===== src/rtl/m31_circulant_matvec_seq.sv =====
// ---------------------------------------------------------------------------
// m31_circulant_matvec_seq
//
// Sequential circulant matrix-vector multiplier over the Mersenne field
// p = 2^WORD_WIDTH - 1 (M31 for the default width). It serves as the linear
// layer of the Monolith permutation:
//
//     out[i] = sum_j COEFF[(j - i) mod VECTOR_SIZE] * x[j]   (mod p)
//
// A whole vector is accepted in one handshake. The block then performs one
// multiply-accumulate per clock and streams each row result out through a
// second handshake. Row i is computed only after row i-1 has been consumed.
//
// Ports
//   clk              clock, rising-edge active
//   reset            asynchronous, active-high reset
//   bus (slave)      in_valid / in_ready / in_vec       vector input handshake
//                    out_valid / out_ready / out_data /
//                    out_index / out_last               element output stream
// ---------------------------------------------------------------------------

package m31_circulant_matvec_seq_pkg;

    // Coefficient tables are stored in a fixed-size container. This lets the
    // default row be a function call regardless of VECTOR_SIZE. Only the first
    // VECTOR_SIZE entries are used, and only their low WORD_WIDTH bits.
    localparam int MAX_VECTOR_SIZE = 256;

    typedef logic [MAX_VECTOR_SIZE-1:0][31:0] coeff_tab_t;

    // Default first circulant row: COEFF[k] = k + 1
    function automatic coeff_tab_t default_coeff();
        coeff_tab_t t;
        for (int k = 0; k < MAX_VECTOR_SIZE; k++) begin
            t[k] = 32'(k + 1);
        end
        return t;
    endfunction

endpackage

module m31_circulant_matvec_seq
    import m31_circulant_matvec_seq_pkg::*;
#(
    parameter int         WORD_WIDTH  = 31,
    parameter int         VECTOR_SIZE = 16,
    parameter coeff_tab_t COEFF       = default_coeff()
) (
    input  logic                             clk,
    input  logic                             reset,
    m31_circulant_matvec_seq_if.slave        bus
);

    localparam int                  IW       = $clog2(VECTOR_SIZE);
    localparam logic [WORD_WIDTH-1:0] P      = {WORD_WIDTH{1'b1}};
    localparam logic [IW-1:0]       LAST_IDX = IW'(VECTOR_SIZE - 1);
    localparam logic [IW:0]         N_EXT    = (IW + 1)'(VECTOR_SIZE);

    typedef enum logic [1:0] {
        S_IDLE    = 2'd0,
        S_COMPUTE = 2'd1,
        S_EMIT    = 2'd2
    } state_t;

    // Modular addition for two operands whose sum is below 2p. The carry out
    // of the W-bit add, or an all-ones sum, means the sum is >= p. In that
    // case subtracting p modulo 2^W gives the exact reduced value.
    function automatic logic [WORD_WIDTH-1:0] add_mod(
        input logic [WORD_WIDTH-1:0] a,
        input logic [WORD_WIDTH-1:0] b
    );
        logic                  c;
        logic [WORD_WIDTH-1:0] s;
        {c, s} = {1'b0, a} + {1'b0, b};
        if (c || (s == P)) begin
            add_mod = s - P;
        end else begin
            add_mod = s;
        end
    endfunction

    // Mersenne fold: 2^W == 1 (mod p), so hi*2^W + lo == hi + lo.
    // For canonical factors, hi < p and lo <= p. The fold sum is therefore
    // below 2p, and a single conditional subtract suffices.
    function automatic logic [WORD_WIDTH-1:0] red(
        input logic [2*WORD_WIDTH-1:0] prod
    );
        red = add_mod(prod[2*WORD_WIDTH-1:WORD_WIDTH], prod[WORD_WIDTH-1:0]);
    endfunction

    state_t                                   r_state;
    logic [0:VECTOR_SIZE-1][WORD_WIDTH-1:0]   r_x;
    logic [IW-1:0]                            r_row;
    logic [IW-1:0]                            r_col;
    logic [WORD_WIDTH-1:0]                    r_acc;
    logic [WORD_WIDTH-1:0]                    r_out_data;
    logic [IW-1:0]                            r_out_index;
    logic                                     r_out_valid;
    logic                                     r_out_last;
    logic                                     r_in_ready;

    logic [IW:0]                              w_diff;
    logic [7:0]                               w_coef_idx;
    logic [WORD_WIDTH-1:0]                    w_coef;
    logic [WORD_WIDTH-1:0]                    w_xcol;
    logic [2*WORD_WIDTH-1:0]                  w_prod;
    logic [WORD_WIDTH-1:0]                    w_acc_next;

    // Circulant index (col - row) mod N without a divider, then one MAC step
    always_comb begin
        w_diff = {1'b0, r_col} - {1'b0, r_row};
        if (r_col < r_row) begin
            w_diff = w_diff + N_EXT;
        end else begin
            w_diff = w_diff;
        end
        w_coef_idx = 8'(w_diff);
        w_coef     = COEFF[w_coef_idx][WORD_WIDTH-1:0];
        w_xcol     = r_x[r_col];
        w_prod     = {{WORD_WIDTH{1'b0}}, w_coef} * {{WORD_WIDTH{1'b0}}, w_xcol};
        w_acc_next = add_mod(r_acc, red(w_prod));
    end

    // Control FSM, datapath registers and registered handshake outputs
    always_ff @(posedge clk or posedge reset) begin
        if (reset) begin
            r_state     <= S_IDLE;
            r_x         <= '0;
            r_row       <= '0;
            r_col       <= '0;
            r_acc       <= '0;
            r_out_data  <= '0;
            r_out_index <= '0;
            r_out_valid <= 1'b0;
            r_out_last  <= 1'b0;
            r_in_ready  <= 1'b1;
        end else begin
            case (r_state)
                S_IDLE: begin
                    if (bus.in_valid) begin
                        // Canonicalise on capture: the value p is stored as 0
                        for (int i = 0; i < VECTOR_SIZE; i++) begin
                            r_x[i] <= (bus.in_vec[i] == P) ? '0 : bus.in_vec[i];
                        end
                        r_acc      <= '0;
                        r_row      <= '0;
                        r_col      <= '0;
                        r_in_ready <= 1'b0;
                        r_state    <= S_COMPUTE;
                    end
                end

                S_COMPUTE: begin
                    if (r_col == LAST_IDX) begin
                        r_out_data  <= w_acc_next;
                        r_out_index <= r_row;
                        r_out_last  <= (r_row == LAST_IDX);
                        r_out_valid <= 1'b1;
                        r_acc       <= '0;
                        r_col       <= '0;
                        r_state     <= S_EMIT;
                    end else begin
                        r_acc <= w_acc_next;
                        r_col <= r_col + 1'b1;
                    end
                end

                S_EMIT: begin
                    if (bus.out_ready) begin
                        r_out_valid <= 1'b0;
                        r_out_last  <= 1'b0;
                        if (r_row == LAST_IDX) begin
                            r_in_ready <= 1'b1;
                            r_state    <= S_IDLE;
                        end else begin
                            r_row   <= r_row + 1'b1;
                            r_state <= S_COMPUTE;
                        end
                    end
                end

                default: begin
                    r_state     <= S_IDLE;
                    r_out_valid <= 1'b0;
                    r_out_last  <= 1'b0;
                    r_in_ready  <= 1'b1;
                end
            endcase
        end
    end

    assign bus.in_ready  = r_in_ready;
    assign bus.out_valid = r_out_valid;
    assign bus.out_data  = r_out_data;
    assign bus.out_index = r_out_index;
    assign bus.out_last  = r_out_last;

endmodule

===== src/rtl/m31_circulant_matvec_seq_if.sv =====
// ---------------------------------------------------------------------------
// m31_circulant_matvec_seq_if
//
// Handshake bundle for m31_circulant_matvec_seq.
//   in_valid / in_ready / in_vec   : whole-vector input (packed, element 0 first)
//   out_valid / out_ready          : per-element output handshake
//   out_data / out_index / out_last: result element, its row, last-row flag
// The slave modport is the multiplier; the master modport is its environment.
// ---------------------------------------------------------------------------

interface m31_circulant_matvec_seq_if #(
    parameter int WORD_WIDTH  = 31,
    parameter int VECTOR_SIZE = 16
);

    localparam int IW = $clog2(VECTOR_SIZE);

    logic                                   in_valid;
    logic                                   in_ready;
    logic [0:VECTOR_SIZE-1][WORD_WIDTH-1:0] in_vec;
    logic                                   out_valid;
    logic                                   out_ready;
    logic [WORD_WIDTH-1:0]                  out_data;
    logic [IW-1:0]                          out_index;
    logic                                   out_last;

    modport slave (
        input  in_valid,
        input  in_vec,
        input  out_ready,
        output in_ready,
        output out_valid,
        output out_data,
        output out_index,
        output out_last
    );

    modport master (
        output in_valid,
        output in_vec,
        output out_ready,
        input  in_ready,
        input  out_valid,
        input  out_data,
        input  out_index,
        input  out_last
    );

endinterface


===== src/flat_wrapper.sv =====
// flat-port wrapper written by rule: the top's interface ports become plain ports
module m31_circulant_matvec_seq_flat import m31_circulant_matvec_seq_pkg::*;
#(
    parameter int         WORD_WIDTH  = 31,
    parameter int         VECTOR_SIZE = 16,
    parameter coeff_tab_t COEFF       = default_coeff()
)
  (clk, reset, bus_in_valid, bus_in_vec, bus_out_ready, bus_in_ready, bus_out_valid, bus_out_data, bus_out_index, bus_out_last);
  m31_circulant_matvec_seq_if #(.WORD_WIDTH(WORD_WIDTH), .VECTOR_SIZE(VECTOR_SIZE)) bus_i ();
  input  logic clk;
  input  logic reset;
  input wire logic [$bits(bus_i.in_valid)-1:0] bus_in_valid;
  input wire logic [$bits(bus_i.in_vec)-1:0] bus_in_vec;
  input wire logic [$bits(bus_i.out_ready)-1:0] bus_out_ready;
  output wire logic [$bits(bus_i.in_ready)-1:0] bus_in_ready;
  output wire logic [$bits(bus_i.out_valid)-1:0] bus_out_valid;
  output wire logic [$bits(bus_i.out_data)-1:0] bus_out_data;
  output wire logic [$bits(bus_i.out_index)-1:0] bus_out_index;
  output wire logic [$bits(bus_i.out_last)-1:0] bus_out_last;
  assign bus_i.in_valid = bus_in_valid;
  assign bus_i.in_vec = bus_in_vec;
  assign bus_i.out_ready = bus_out_ready;
  assign bus_in_ready = bus_i.in_ready;
  assign bus_out_valid = bus_i.out_valid;
  assign bus_out_data = bus_i.out_data;
  assign bus_out_index = bus_i.out_index;
  assign bus_out_last = bus_i.out_last;
  m31_circulant_matvec_seq #(.WORD_WIDTH(WORD_WIDTH), .VECTOR_SIZE(VECTOR_SIZE), .COEFF(COEFF)) u_core (.clk(clk), .reset(reset), .bus(bus_i));
endmodule

===== config.mk =====
export PLATFORM = sky130hd
export DESIGN_NAME = m31_circulant_matvec_seq_flat
export DESIGN_NICKNAME = d
export VERILOG_FILES = /design/src/rtl/m31_circulant_matvec_seq.sv /design/src/rtl/m31_circulant_matvec_seq_if.sv /design/src/flat_wrapper.sv
export SDC_FILE = /design/constraint.sdc
export NUM_CORES = 2
export LEC_CHECK = 0
export CORE_MARGIN = 8
export CORE_UTILIZATION = 70
export DETAILED_ROUTE_END_ITERATION = 16
export DONT_BUFFER_PORTS = 1
export PLACE_DENSITY = 0.83
export SLEW_MARGIN = 25
export SYNTH_ARGS = -nofsm -noshare
export SYNTH_HDL_FRONTEND = slang
export SYNTH_SLANG_ARGS = --single-unit

===== constraint.sdc =====
create_clock -name clk -period 46.8 [get_ports clk]
set_input_delay 2.34 -clock clk [delete_from_list [all_inputs] [get_ports clk]]
set_output_delay 2.34 -clock clk [all_outputs]
set_load 0.1 [all_outputs]

==> run metrics <==
status completed; initial antenna violation count 14; min-delay worst type reg -> reg; Final Hold Viols 0; Total GRT Usage around two fifths; Crit path top cell by count ha_1; vias between 30k and 40k; First-pass DRT Iterations 6; grt ovf 0; Pins Over Slew Limit 0; largest net degree at the start of global routing 218; post-synth cell types between 90 and 100; HPWL Detailed between 100000 and 150000 um; crit path capture type flip-flop; gpl congestion around 1.0; FP Rows 85; Clock Sinks approximately 580; Iter 0 DRT Violations approximately 3.6k; syn_area_per_cell about 11 um^2; FMAX between 0.05 and 0.06 GHz; met2 GRT Util between 60% and 70%; Yosys top cell area share 37.7%; CP max stage delay approximately 0.88 ns; RSZ-0062 raised after global routing false; met1 Track Usage GR ~48%; Initial Utilization a little over two thirds; Final Skew roughly 0.06 ns; async set-reset flop share out of synthesis 100%; critical path class reg -> reg; gr busiest metal met2; number of max-cap violations 0; # resized after CTS 0; number of synthesized flops with an enable pin 0; Startpoint Class flip-flop; cell total after placement 3944; Main synth FF type dfrtp_1; drt via density roughly 7.5; Seq/Total Area, Yosys 37.8%; global-route wire length before repair 196000 um; Core Region approximately 54000 um^2; WP depth 56; most frequent cells in the layout 571 x dfrtp_1, 499 x a22o_1, 296 x ha_1, 231 x inv_1, 224 x nand2_1; Final Non-Filler Cells a little over 4k; FF+latch count, synth around 580; Mapped Cells roughly 3.4k; CTS tree done; clock latency on the worst-skew pair about 0.66 ns; Area Overhead vs Synth 6.96%; number of port buffers 0; cell family with most CP delay compound AO/OA/AOI/OAI gates; drt total wl between 100000 and 150000 um; final setup violation count 0; CTS H-Tree Depth 2; CTS Buf Count 56; die area a little over 60000 um^2; Root Driver clkbuf_16; Nets approximately 4.2k; largest fanout on the critical path between 50 and 60; top post-synthesis cells by area dfrtp_1 38%, a22o_1 11%, ha_1 9.8%; post-synth top area cell dfrtp_1; number of global-route vias before repair about 31k; Die Y roughly 250 um; required time of the critical path 47.28 ns; met3 GRT Util around 14%; Setup TNS 0 ns; crit path time final ~18 ns; antenna viol nets, final 0; clock slew at reported path FFs about 0.060 ns; die width between 200 and 250 um; drt drc 0; Final Cycle Share about two fifths; hold buffer count at CTS 0; register-to-register setup slack 28.57 ns; Hold Crit Depth 2; Post-CTS Setup Inserts 0; slew at the pin with the worst max-slew slack between 1 and 1.5 ns; Mapped Area about 38000 um^2; most common cell after layout, fill and taps aside dfrtp_1; warnings from Yosys 0; Rel. slew slack a little under a quarter; r2r worst-path depth 56; io pins 538; Wirelength per Cell approximately 32 um; CP Buf/Inv Count 7; Bufs on Longest Clock Path 3; arrival time at the worst endpoint roughly 19 ns; layout cells sized above 1 10.9%; CP max stage cell dfrtp_4
[metal layers]
layer,vias up,share of wire (%)
met5,-,0.019
met4,4,8.6
met3,485,11
met2,1981,46
met1,15200,34
li1,12600,-
[synth_stat cells (all sizes together) (40+ instances only)]
cell type,n
a21oi,117
a22o,499
and2,86
clkbuf,184
dfrtp,574
fa,117
ha,297
inv,232
mux4,155
nand2,226
nand3,52
nand4,136
nor2,91
nor4,40
o21ai,120
xnor2,76
[state kept, by name (all words and copies together), names as in the netlist]
| register | cells |
|---|---|
| u_core.bus.in_ready | 1 |
| u_core.bus.out_data | 31 |
| u_core.bus.out_index | 4 |
| u_core.bus.out_last | 1 |
| u_core.bus.out_valid | 1 |
| u_core.r_acc | 31 |
| u_core.r_col | 4 |
| u_core.r_row | 4 |
| u_core.r_state | 2 |
| u_core.r_x | 496 |
[kinds of logic after synthesis]
family / count (synthesis) / synth area share, %
muxes: 165 / 9.45
xor gates and xnor gates: 111 / 2.57
adders and majority gates: 414 / 15.9
buffers and inverters: 442 / 4.42
and+or+nand+nor: 748 / 10.3
DFF: 575 / 37.8
AOI/OAI and AO/OA: 940 / 19.6
other: 2 / 0.0197
[area by class of cell]
class	count	area [um^2]
Multi-Input combinational cell	2410	22300
Sequential cell	575	14400
Fill cell	3505	13100
Clock buffer	73	1560
Inverter	232	878
Tap cell	696	871
Clock inverter	30	452
Timing Repair Buffer	31	265
Antenna cell	14	35.0
[through the flow]
step           worst slack [ns]  utilization (%)  hold slack [ns]  cell area (um^2)
6_report                  28.57             75.7            0.499             40700
5_1_grt                   27.78             75.6            0.512             40700
3_5_place_dp              28.85             71.9            0.487             38700
4_1_cts                   28.72             75.6            0.503             40700
2_1_floorplan             28.38                -            0.456             38200
3_3_place_gp              29.12             71.9            0.473             38700
[worst min-delay path: cells and delay by family (launching register included)]
family / cells / cell delay, ns
compound gates: 1 / 0.06
flops: 1 / 0.35
simple gates: 1 / 0.05
[path summary, 6_finish.rpt]
kind                                              startpoint                                   to
worst min register to register  u_core.r_acc[26]$_DFFE_PP0P_         u_core.r_acc[26]$_DFFE_PP0P_
worst max register to register   u_core.r_col[1]$_DFFE_PP0P_  u_core.bus.out_data[21]$_DFFE_PP0P_
worst min-delay path            u_core.r_acc[26]$_DFFE_PP0P_         u_core.r_acc[26]$_DFFE_PP0P_
max in group asynchronous                              reset          u_core.r_x[193]$_DFFE_PP0P_
min in group asynchronous                              reset          u_core.r_x[447]$_DFFE_PP0P_
worst max-delay path             u_core.r_col[1]$_DFFE_PP0P_  u_core.bus.out_data[21]$_DFFE_PP0P_
Power is not shown: default switching activity piles up to over one toggle a cycle in this logic, so the estimate is an artifact.
